### src/rtl/hir_window_pkg.sv
// Shared definitions for the 3x3 sliding-window generator.
package hir_window_pkg;

    // Rows and columns in the window
    localparam int WIN_DIM = 3;

    typedef enum logic [1:0] {
        IDLE = 2'd0,
        RUN  = 2'd1,
        DONE = 2'd2
    } win_state_t;

endpackage

### src/rtl/window_line_buf.sv
// Single-row delay line built from a circular RAM and one pointer.
// dout_o is the sample written DEPTH shift beats ago. It is read from the
// slot that the current beat is about to overwrite. The RAM itself is never
// reset. Only the pointer returns to zero.
module window_line_buf #(
    parameter int ELEMENT_WIDTH = 32,
    parameter int DEPTH         = 16
) (
    input  logic                     clk,
    input  logic                     rst,
    input  logic                     shift_en_i,
    input  logic [ELEMENT_WIDTH-1:0] din_i,
    output logic [ELEMENT_WIDTH-1:0] dout_o
);

    localparam int PTR_W = (DEPTH > 1) ? $clog2(DEPTH) : 1;
    localparam logic [PTR_W-1:0] PTR_LAST = PTR_W'(DEPTH - 1);

    logic [ELEMENT_WIDTH-1:0] mem_q [DEPTH];
    logic [PTR_W-1:0]         ptr_q;
    logic [PTR_W-1:0]         ptr_d;

    assign dout_o = mem_q[ptr_q];

    // Next pointer: advance on each shift beat and wrap at the last slot
    always_comb begin
        ptr_d = ptr_q;
        if (shift_en_i) begin
            if (ptr_q == PTR_LAST) begin
                ptr_d = '0;
            end else begin
                ptr_d = ptr_q + PTR_W'(1);
            end
        end else begin
            ptr_d = ptr_q;
        end
    end

    // Pointer register
    always_ff @(posedge clk or posedge rst) begin
        if (rst) begin
            ptr_q <= '0;
        end else begin
            ptr_q <= ptr_d;
        end
    end

    // RAM write: the new sample replaces the one being read out
    always_ff @(posedge clk) begin
        if (shift_en_i) begin
            mem_q[ptr_q] <= din_i;
        end
    end

endmodule

### src/rtl/window_gen_3x3.sv
// Streaming 3x3 sliding-window generator for a raster-order pixel stream.
// Two line buffers hold the previous two rows. A two-column shift register
// holds the last two columns. The output window is loaded only when it is
// complete.
// Optional feature macro: HIR_WINDOW_GEN_PERF_CNT_EN adds the win_count port.
module window_gen_3x3
    import hir_window_pkg::*;
#(
    parameter int ELEMENT_WIDTH = 32,
    parameter int IMG_WIDTH     = 16,
    parameter int IMG_HEIGHT    = 16
) (
    input  logic                     clk,
    input  logic                     rst,
    input  logic                     t,
    input  logic                     in_valid,
    input  logic [ELEMENT_WIDTH-1:0] in_data,
    output logic                     win_valid,
    output logic [ELEMENT_WIDTH-1:0] win_data [WIN_DIM-1:0][WIN_DIM-1:0],
    output logic                     win_t,
    output logic                     frame_done
`ifdef HIR_WINDOW_GEN_PERF_CNT_EN
    ,
    output logic [31:0]              win_count
`endif
);

    localparam int COL_W = (IMG_WIDTH > 1) ? $clog2(IMG_WIDTH) : 1;
    localparam int ROW_W = (IMG_HEIGHT > 1) ? $clog2(IMG_HEIGHT) : 1;
    localparam logic [COL_W-1:0] COL_LAST = COL_W'(IMG_WIDTH - 1);
    localparam logic [ROW_W-1:0] ROW_LAST = ROW_W'(IMG_HEIGHT - 1);

    win_state_t               state_q;
    logic                     frame_done_q;
    logic [COL_W-1:0]         col_q;
    logic [COL_W-1:0]         col_d;
    logic [ROW_W-1:0]         row_q;
    logic [ROW_W-1:0]         row_d;
    logic                     win_valid_q;
    logic [ELEMENT_WIDTH-1:0] sr_q  [WIN_DIM-1:0][1:0];
    logic [ELEMENT_WIDTH-1:0] win_q [WIN_DIM-1:0][WIN_DIM-1:0];

    logic                     accept_s;
    logic                     start_s;
    logic                     last_pix_s;
    logic                     win_hit_s;
    logic [ELEMENT_WIDTH-1:0] lb0_out_s;
    logic [ELEMENT_WIDTH-1:0] lb1_out_s;
    logic [ELEMENT_WIDTH-1:0] col_new_s [WIN_DIM-1:0];

    assign accept_s   = (state_q == RUN) && in_valid;
    assign start_s    = (state_q == IDLE) && t;
    assign last_pix_s = accept_s && (col_q == COL_LAST) && (row_q == ROW_LAST);
    // Rows 0-1 and columns 0-1 of each row never complete a window
    assign win_hit_s  = accept_s && (row_q >= ROW_W'(2)) && (col_q >= COL_W'(2));

    window_line_buf #(.ELEMENT_WIDTH(ELEMENT_WIDTH), .DEPTH(IMG_WIDTH)) u_lb0 (
        .clk        (clk),
        .rst        (rst),
        .shift_en_i (accept_s),
        .din_i      (in_data),
        .dout_o     (lb0_out_s)
    );

    window_line_buf #(.ELEMENT_WIDTH(ELEMENT_WIDTH), .DEPTH(IMG_WIDTH)) u_lb1 (
        .clk        (clk),
        .rst        (rst),
        .shift_en_i (accept_s),
        .din_i      (lb0_out_s),
        .dout_o     (lb1_out_s)
    );

    // The incoming column: oldest row at index 0, current pixel at index 2
    assign col_new_s[0] = lb1_out_s;
    assign col_new_s[1] = lb0_out_s;
    assign col_new_s[2] = in_data;

    // Raster position counters: restart on frame start, step on accepted beats
    always_comb begin
        col_d = col_q;
        row_d = row_q;
        if (start_s) begin
            col_d = '0;
            row_d = '0;
        end else if (accept_s) begin
            if (col_q == COL_LAST) begin
                col_d = '0;
                if (row_q == ROW_LAST) begin
                    row_d = '0;
                end else begin
                    row_d = row_q + ROW_W'(1);
                end
            end else begin
                col_d = col_q + COL_W'(1);
                row_d = row_q;
            end
        end else begin
            col_d = col_q;
            row_d = row_q;
        end
    end

    // Position counter registers
    always_ff @(posedge clk or posedge rst) begin
        if (rst) begin
            col_q <= '0;
            row_q <= '0;
        end else begin
            col_q <= col_d;
            row_q <= row_d;
        end
    end

    // Frame FSM with registered frame_done (high exactly while in DONE)
    always_ff @(posedge clk or posedge rst) begin
        if (rst) begin
            state_q      <= IDLE;
            frame_done_q <= 1'b0;
        end else begin
            case (state_q)
                IDLE: begin
                    frame_done_q <= 1'b0;
                    if (t) begin
                        state_q <= RUN;
                    end else begin
                        state_q <= IDLE;
                    end
                end
                RUN: begin
                    if (last_pix_s) begin
                        state_q      <= DONE;
                        frame_done_q <= 1'b1;
                    end else begin
                        state_q      <= RUN;
                        frame_done_q <= 1'b0;
                    end
                end
                DONE: begin
                    state_q      <= IDLE;
                    frame_done_q <= 1'b0;
                end
                default: begin
                    state_q      <= IDLE;
                    frame_done_q <= 1'b0;
                end
            endcase
        end
    end

    // Column shift register and output window: load only when a window completes
    always_ff @(posedge clk or posedge rst) begin
        if (rst) begin
            win_valid_q <= 1'b0;
            for (int i = 0; i < WIN_DIM; i++) begin
                sr_q[i][0] <= '0;
                sr_q[i][1] <= '0;
                for (int j = 0; j < WIN_DIM; j++) begin
                    win_q[i][j] <= '0;
                end
            end
        end else begin
            win_valid_q <= win_hit_s;
            if (accept_s) begin
                for (int i = 0; i < WIN_DIM; i++) begin
                    sr_q[i][0] <= sr_q[i][1];
                    sr_q[i][1] <= col_new_s[i];
                    if (win_hit_s) begin
                        win_q[i][0] <= sr_q[i][0];
                        win_q[i][1] <= sr_q[i][1];
                        win_q[i][2] <= col_new_s[i];
                    end
                end
            end
        end
    end

    assign win_valid  = win_valid_q;
    assign win_t      = win_valid_q;
    assign frame_done = frame_done_q;
    assign win_data   = win_q;

`ifdef HIR_WINDOW_GEN_PERF_CNT_EN
    logic [31:0] win_count_q;

    // Saturating window counter, cleared when a frame starts
    always_ff @(posedge clk or posedge rst) begin
        if (rst) begin
            win_count_q <= 32'd0;
        end else if (start_s) begin
            win_count_q <= 32'd0;
        end else if (win_hit_s && (win_count_q != 32'hFFFF_FFFF)) begin
            win_count_q <= win_count_q + 32'd1;
        end else begin
            win_count_q <= win_count_q;
        end
    end

    assign win_count = win_count_q;
`endif

endmodule
### config.mk
export PLATFORM = sky130hd
export DESIGN_NAME = window_gen_3x3
export DESIGN_NICKNAME = d
export VERILOG_FILES = /design/src/rtl/hir_window_pkg.sv /design/src/rtl/window_line_buf.sv /design/src/rtl/window_gen_3x3.sv
export SDC_FILE = /design/constraint.sdc
export NUM_CORES = 2
export LEC_CHECK = 0
export ABC_AREA = 1
export CELL_PAD_IN_SITES_DETAIL_PLACEMENT = 0
export CELL_PAD_IN_SITES_GLOBAL_PLACEMENT = 1
export CORE_ASPECT_RATIO = 0.5
export CORE_MARGIN = 2
export CORE_UTILIZATION = 43
export DETAILED_ROUTE_END_ITERATION = 8
export HOLD_SLACK_MARGIN = 0.05
export PLACE_DENSITY_LB_ADDON = 0.08
export SYNTH_ARGS = -nofsm -noshare
export SYNTH_HDL_FRONTEND = slang
export SYNTH_SLANG_ARGS = --single-unit
### constraint.sdc
create_clock -name clk -period 16.5 [get_ports clk]
set_input_delay 3.3 -clock clk [delete_from_list [all_inputs] [get_ports clk]]
set_output_delay 3.3 -clock clk [all_outputs]
set_load 0.02 [all_outputs]
# == Yosys cells after proc, flatten, opt, wreduce, memory -nomap -nowiden ==
# Memory sizes are Yosys's and may differ from the RTL's.
# Cells that the tools add are included.
# totals
latch_bits,0
rom_bits,0
register_bits,500
mem_bits_rw,1024
memories,2
in_bits,36
elab_cells,62
out_inout_bits,291
# classes
bitwise_logic,0
magnitude_cmp,2
shift,0
addsub,4
n_reduce_logical,11
mux,16
div_mod_pow,0
eq_ne,5
n_mul,0
# memory_table
name,depth,word_bits,rd,rd_ports_with_merged_regs,wr,line,text
u_lb0.mem_q,16,32,1,0,1,window_line_buf.sv:19,logic [ELEMENT_WIDTH-1:0] mem_q [DEPTH];
u_lb1.mem_q,16,32,1,0,1,window_line_buf.sv:19,
# op_table
cell,count
$mux W4,9
$add A4 B1 Y4 const B,4
$eq A4 B4 Y1 const B,4
$ge A4 B2 Y1 const B,2
$logic_and A1 B1 Y1,6
$mux W1,5
$pmux W2 S2,1
$reduce_and A2 Y1,2
$reduce_bool A2 Y1,2
$eq A2 B1 Y1 const B,1
$logic_not A2 Y1,1
$mux W2,1

# == Logic depth before layout (Yosys ltp) ==
# logic_depth
depth_word,6
depth_mapped,11
depth_no_buf,9

# == By module ==
# Synthesis repeated with hierarchy kept, for this count alone.
# unflattened
cells_unflattened,6795
hier_area_um2,65335.2
# by_module_without_submodules
mod,seq_area_each_um2,cells_each,instances,area_per_inst_um2
window_line_buf,15474.8,2359,2,22919.5
window_gen_3x3,12311.8,2077,1,19496.2

# == Least setup slack after synthesis ==
# Ideal clock, no wire load.
# synth_path
path_kind,input to register
from,in in_valid
to,"mem u_lb0.mem_q[10][0], enable pin"
path_slack_ns,10.800
required_ns,16.079
arrival_ns,5.279
cell_stages,5
path_buffers,1
setup_ns,0.421
path_cell_list,nand3_2 > inv_2 > clkbuf_1 > nand2_1 > nor2_1
# synth_via
elab_chain_len,3
# synth_rtl
item,line,text
start: declaration,window_gen_3x3.sv:16,"input logic in_valid,"
$logic_and A1 B1 Y1,window_gen_3x3.sv:51,assign accept_s = (state_q == RUN) && in_valid;
$mux W1,window_line_buf.sv:50,if (shift_en_i) begin
$mux W1 (not written as such),window_line_buf.sv:51,mem_q[ptr_q] <= din_i;
end: declaration,window_line_buf.sv:19,
# Every way passes these cells.

# == Worst setup path in the final report ==
# layout_path
from,in in_valid
to,"reg win_q, in the netlist win_data[245]"
# layout_via
elab_chain_len,4
# layout_rtl
item,line,text
$logic_and A1 B1 Y1 *,window_gen_3x3.sv:51,
$logic_and A1 B1 Y1 (2 in series),window_gen_3x3.sv:55,assign win_hit_s = accept_s && (row_q >= ROW_W'(2)) && (col_q >= COL_W'(2));
$reduce_and A2 Y1 (no source line) *,n/a,
end signal: indexed assignment,window_gen_3x3.sv:168,win_q[i][0] <= sr_q[i][0];
end signal: indexed assignment,window_gen_3x3.sv:169,win_q[i][1] <= sr_q[i][1];
end signal: indexed assignment,window_gen_3x3.sv:170,win_q[i][2] <= col_new_s[i];
end: declaration,window_gen_3x3.sv:41,logic [ELEMENT_WIDTH-1:0] win_q [WIN_DIM-1:0][WIN_DIM-1:0];
# Every way passes the cells marked *; elsewhere a longest branch is shown, timed or not.
# A chain may end at the register's enable or synchronous reset.

==> flow_metrics.env <==
export IMPL_rows=99
export IMPL_synth_adder_area_share_pct=0.236
export IMPL_dp_slack_ns=8.77
export IMPL_drt_wirelength_per_cell_um=20.9
export IMPL_final_common_cell="nand2_1"
export IMPL_setup_violations=0
export IMPL_ctsHtreeMaxLevel=4
export IMPL_dp_cells=8534
export IMPL_max_cap_violations=0
export IMPL_worst_setup_path_start_kind="input pin"
export IMPL_netlist_top_cells_area="edfxtp_1 48%, dfrtp_1 20%, nand2_1 15%"
export IMPL_cpMostUsedCell="buf_4"
export IMPL_clk_latency_ns=0.77
export IMPL_final_setup_skew_ns=0.0372
export IMPL_track_usage_pct=24.2
export IMPL_first_global_vias=41200
export IMPL_synth_edf_count=1024
export IMPL_synthSimpleGateAreaFrac_pct=19.7
export IMPL_worstPathArrival_ns=7.56
export IMPL_min_period_over_period_pct=41.8
export IMPL_powerDensity_nw_per_um2=200
export IMPL_die_h_um=276
export IMPL_synth_xor_area_share_pct=0.0551
export IMPL_ctsResizeCount=0
export IMPL_max_freq_ghz=0.145
export IMPL_globalplace_congestion=0.782
export IMPL_tritoncts="yes"
export IMPL_cts_setup_buffers=0
export IMPL_drc=0
export IMPL_leakage_nw=33.7
export IMPL_crit_slowest_cell="buf_4"
export IMPL_synth_top_family_by_area="simple AND/OR/NAND/NOR gates"
export IMPL_yosys_warnings=0
export IMPL_synth_top_area_share_pct=48.3
export IMPL_grt_max_degree=161
export IMPL_rsz0062_at_grt="no"
export IMPL_cts_root_buf="clkbuf_16"
export IMPL_total_power_mw=14.6
export IMPL_holdCritPathClass="flop to flop"
export IMPL_syn_inst=6452
export IMPL_antenna_found_initial=4
export IMPL_setup_slack_ns=9.60
export IMPL_cp_required_ns=17.16
export IMPL_fp_dieW_um=548
export IMPL_drv_slew=0
export IMPL_crit_path_cell_trace="clkdlybuf4s50_1 > nand3_4 > clkinv_2 > nand3_4 > buf_4 > buf_4 > buf_4 > nand2_1 > o21ai_0"
export IMPL_cts_sinks=1523
export IMPL_hpwl_um=109000
export IMPL_max_stage_delay_ns=0.82
export IMPL_drt_pass1_iterations=6
export IMPL_cts_clk_slew_worst_paths_ns=0.06
export IMPL_routed_wl_um=183000
export IMPL_finalHoldViolCount=0
export IMPL_dieArea_sq_um=151000
export IMPL_synthMuxAreaShare_pct=0
export IMPL_cts_made_buffers=151
export IMPL_grt_overflow=0
export IMPL_tns_ns=0
export IMPL_io_pins=327
export IMPL_synth_cell_types=25
export IMPL_outcome="finished clean"
export IMPL_worst_pin_slew_ns=1.37
export IMPL_yosys_area_top_type="edfxtp_1"
export IMPL_ir_drop_v=0.000121
export IMPL_drive_above_1_share_pct=5.09
export IMPL_synth_avg_cell_area_sq_um=9.86
export IMPL_syn2layout_area_growth_pct=15.2
export IMPL_synthesis_area_sq_um=63600
export IMPL_async_flop_share_pct=32.8
export IMPL_vias=43400
export IMPL_crit_path_max_fanout=100
export IMPL_hold_buffers=0
export IMPL_clockBufferDepth=4
export IMPL_final_instance_count_excl_fill=8791
export IMPL_grt_first_pass_wirelength_um=272000
export IMPL_synth_compound_area_share_pct=3.15
export IMPL_fin_crit_ns=6.90
export IMPL_ant_nets=0
export IMPL_slew_headroom_pct=8.43
export IMPL_crit_type="input pin to flop"
export IMPL_start_util_pct=43.5
export IMPL_vias_per_cell=4.94
export IMPL_portBuffers=326
export IMPL_postSynthNetCount=6500
export IMPL_core_sq_um=146000
export IMPL_mostFrequentLayoutCells="2613 x nand2_1, 1042 x inv_1, 1024 x edfxtp_1"
export IMPL_drtIter0Drc=4036
export IMPL_crit_path_end_kind="flop"
export IMPL_fin_nets=6766
export IMPL_fin_util_pct=50.1
export IMPL_seq_area_frac_synth_pct=68.0
export IMPL_synth_seq_cells=1523
export IMPL_synth_ff_type="edfxtp_1"
[layer usage]
layer | track usage (%) | share of wire (%) | vias to the layer above
li1 | - | - | 20800
met1 | 34.0 | 45 | 21400
met2 | 40.5 | 48 | 1044
met3 | 2.86 | 5.1 | 214
met4 | 5.67 | 2.2 | 0
met5 | 0 | 0 | -
[synth_stat cells (2+ instances only)]
| master | instances |
|---|---|
| a21oi_1 | 2 |
| buf_1 | 8 |
| buf_2 | 152 |
| buf_4 | 33 |
| buf_6 | 30 |
| clkbuf_1 | 79 |
| dfrtp_1 | 499 |
| edfxtp_1 | 1024 |
| ha_1 | 12 |
| inv_1 | 1044 |
| inv_2 | 4 |
| nand2_1 | 2613 |
| nand3_1 | 461 |
| nand3_2 | 2 |
| nand4_1 | 34 |
| nor2_1 | 44 |
| nor3_1 | 5 |
| o21ai_0 | 193 |
| o21ai_1 | 203 |
| o22ai_1 | 2 |
| xor2_1 | 4 |
[critical path: cells and delay by family]
family / cells / cell delay (ns)
simple gates: 3 / 0.88
compound gates: 1 / 0.13
buf+inv: 5 / 3.05
[flip-flops by register name, indices dropped and copies added (netlist names)]
signal / flops
u_lb1.mem_q: 512
u_lb0.ptr_q: 4
col_q: 4
win_data: 288
u_lb0.mem_q: 512
win_t: 1
state_q: 1
row_q: 4
sr_q: 192
frame_done: 1
u_lb1.ptr_q: 4
[worst paths after layout]
kind / start / to / slack [ns] / depth (start not counted)
worst max-delay path: in_valid / win_data[245] / 9.60 / 9
worst min-delay path: sr_q[145] / win_data[209] / 0.47 / 2
worst max register to register: u_lb0.ptr_q[0] / u_lb1.mem_q[7][20] / 11.71 / 7
worst min register to register: sr_q[145] / win_data[209] / 0.47 / 2
max in group asynchronous: rst / win_data[243] / 10.90 / 5
min in group asynchronous: rst / win_data[10] / 3.12 / 3
[final cells by class]
class | count | area (sq um)
Tap cell | 1969 | 2460
Fill cell | 13200 | 73000
Multi-Input combinational cell | 3576 | 15000
Timing Repair Buffer | 416 | 3980
Antenna cell | 2 | 5.00
Inverter | 1050 | 3970
Clock buffer | 210 | 4260
Clock inverter | 45 | 345
Sequential cell | 1523 | 43300
[report_power, final]
group	switching [mW]	total (mW)	internal [mW]
Clock	1.46	3.33	1.88
Sequential	0.472	5.82	5.35
Combinational	3.96	5.48	1.52
Total	5.89	14.6	8.74
[kinds of logic after synthesis]
logic type | count (synthesis)
adders and majority gates | 12
DFF | 1523
xor gates and xnor gates | 4
AOI/OAI and AO/OA | 400
and+or+nand+nor | 3160
buffers and inverters | 1353
[per-stage QoR]
stage	area (sq um)	hold WS (ns)
after floorplan	63600	0.442
after global placement	68700	0.451
after detailed placement	68700	0.454
after CTS	73300	0.471
after global routing	73300	0.493
final	73300	0.468
(Power assumes the default switching activity.)
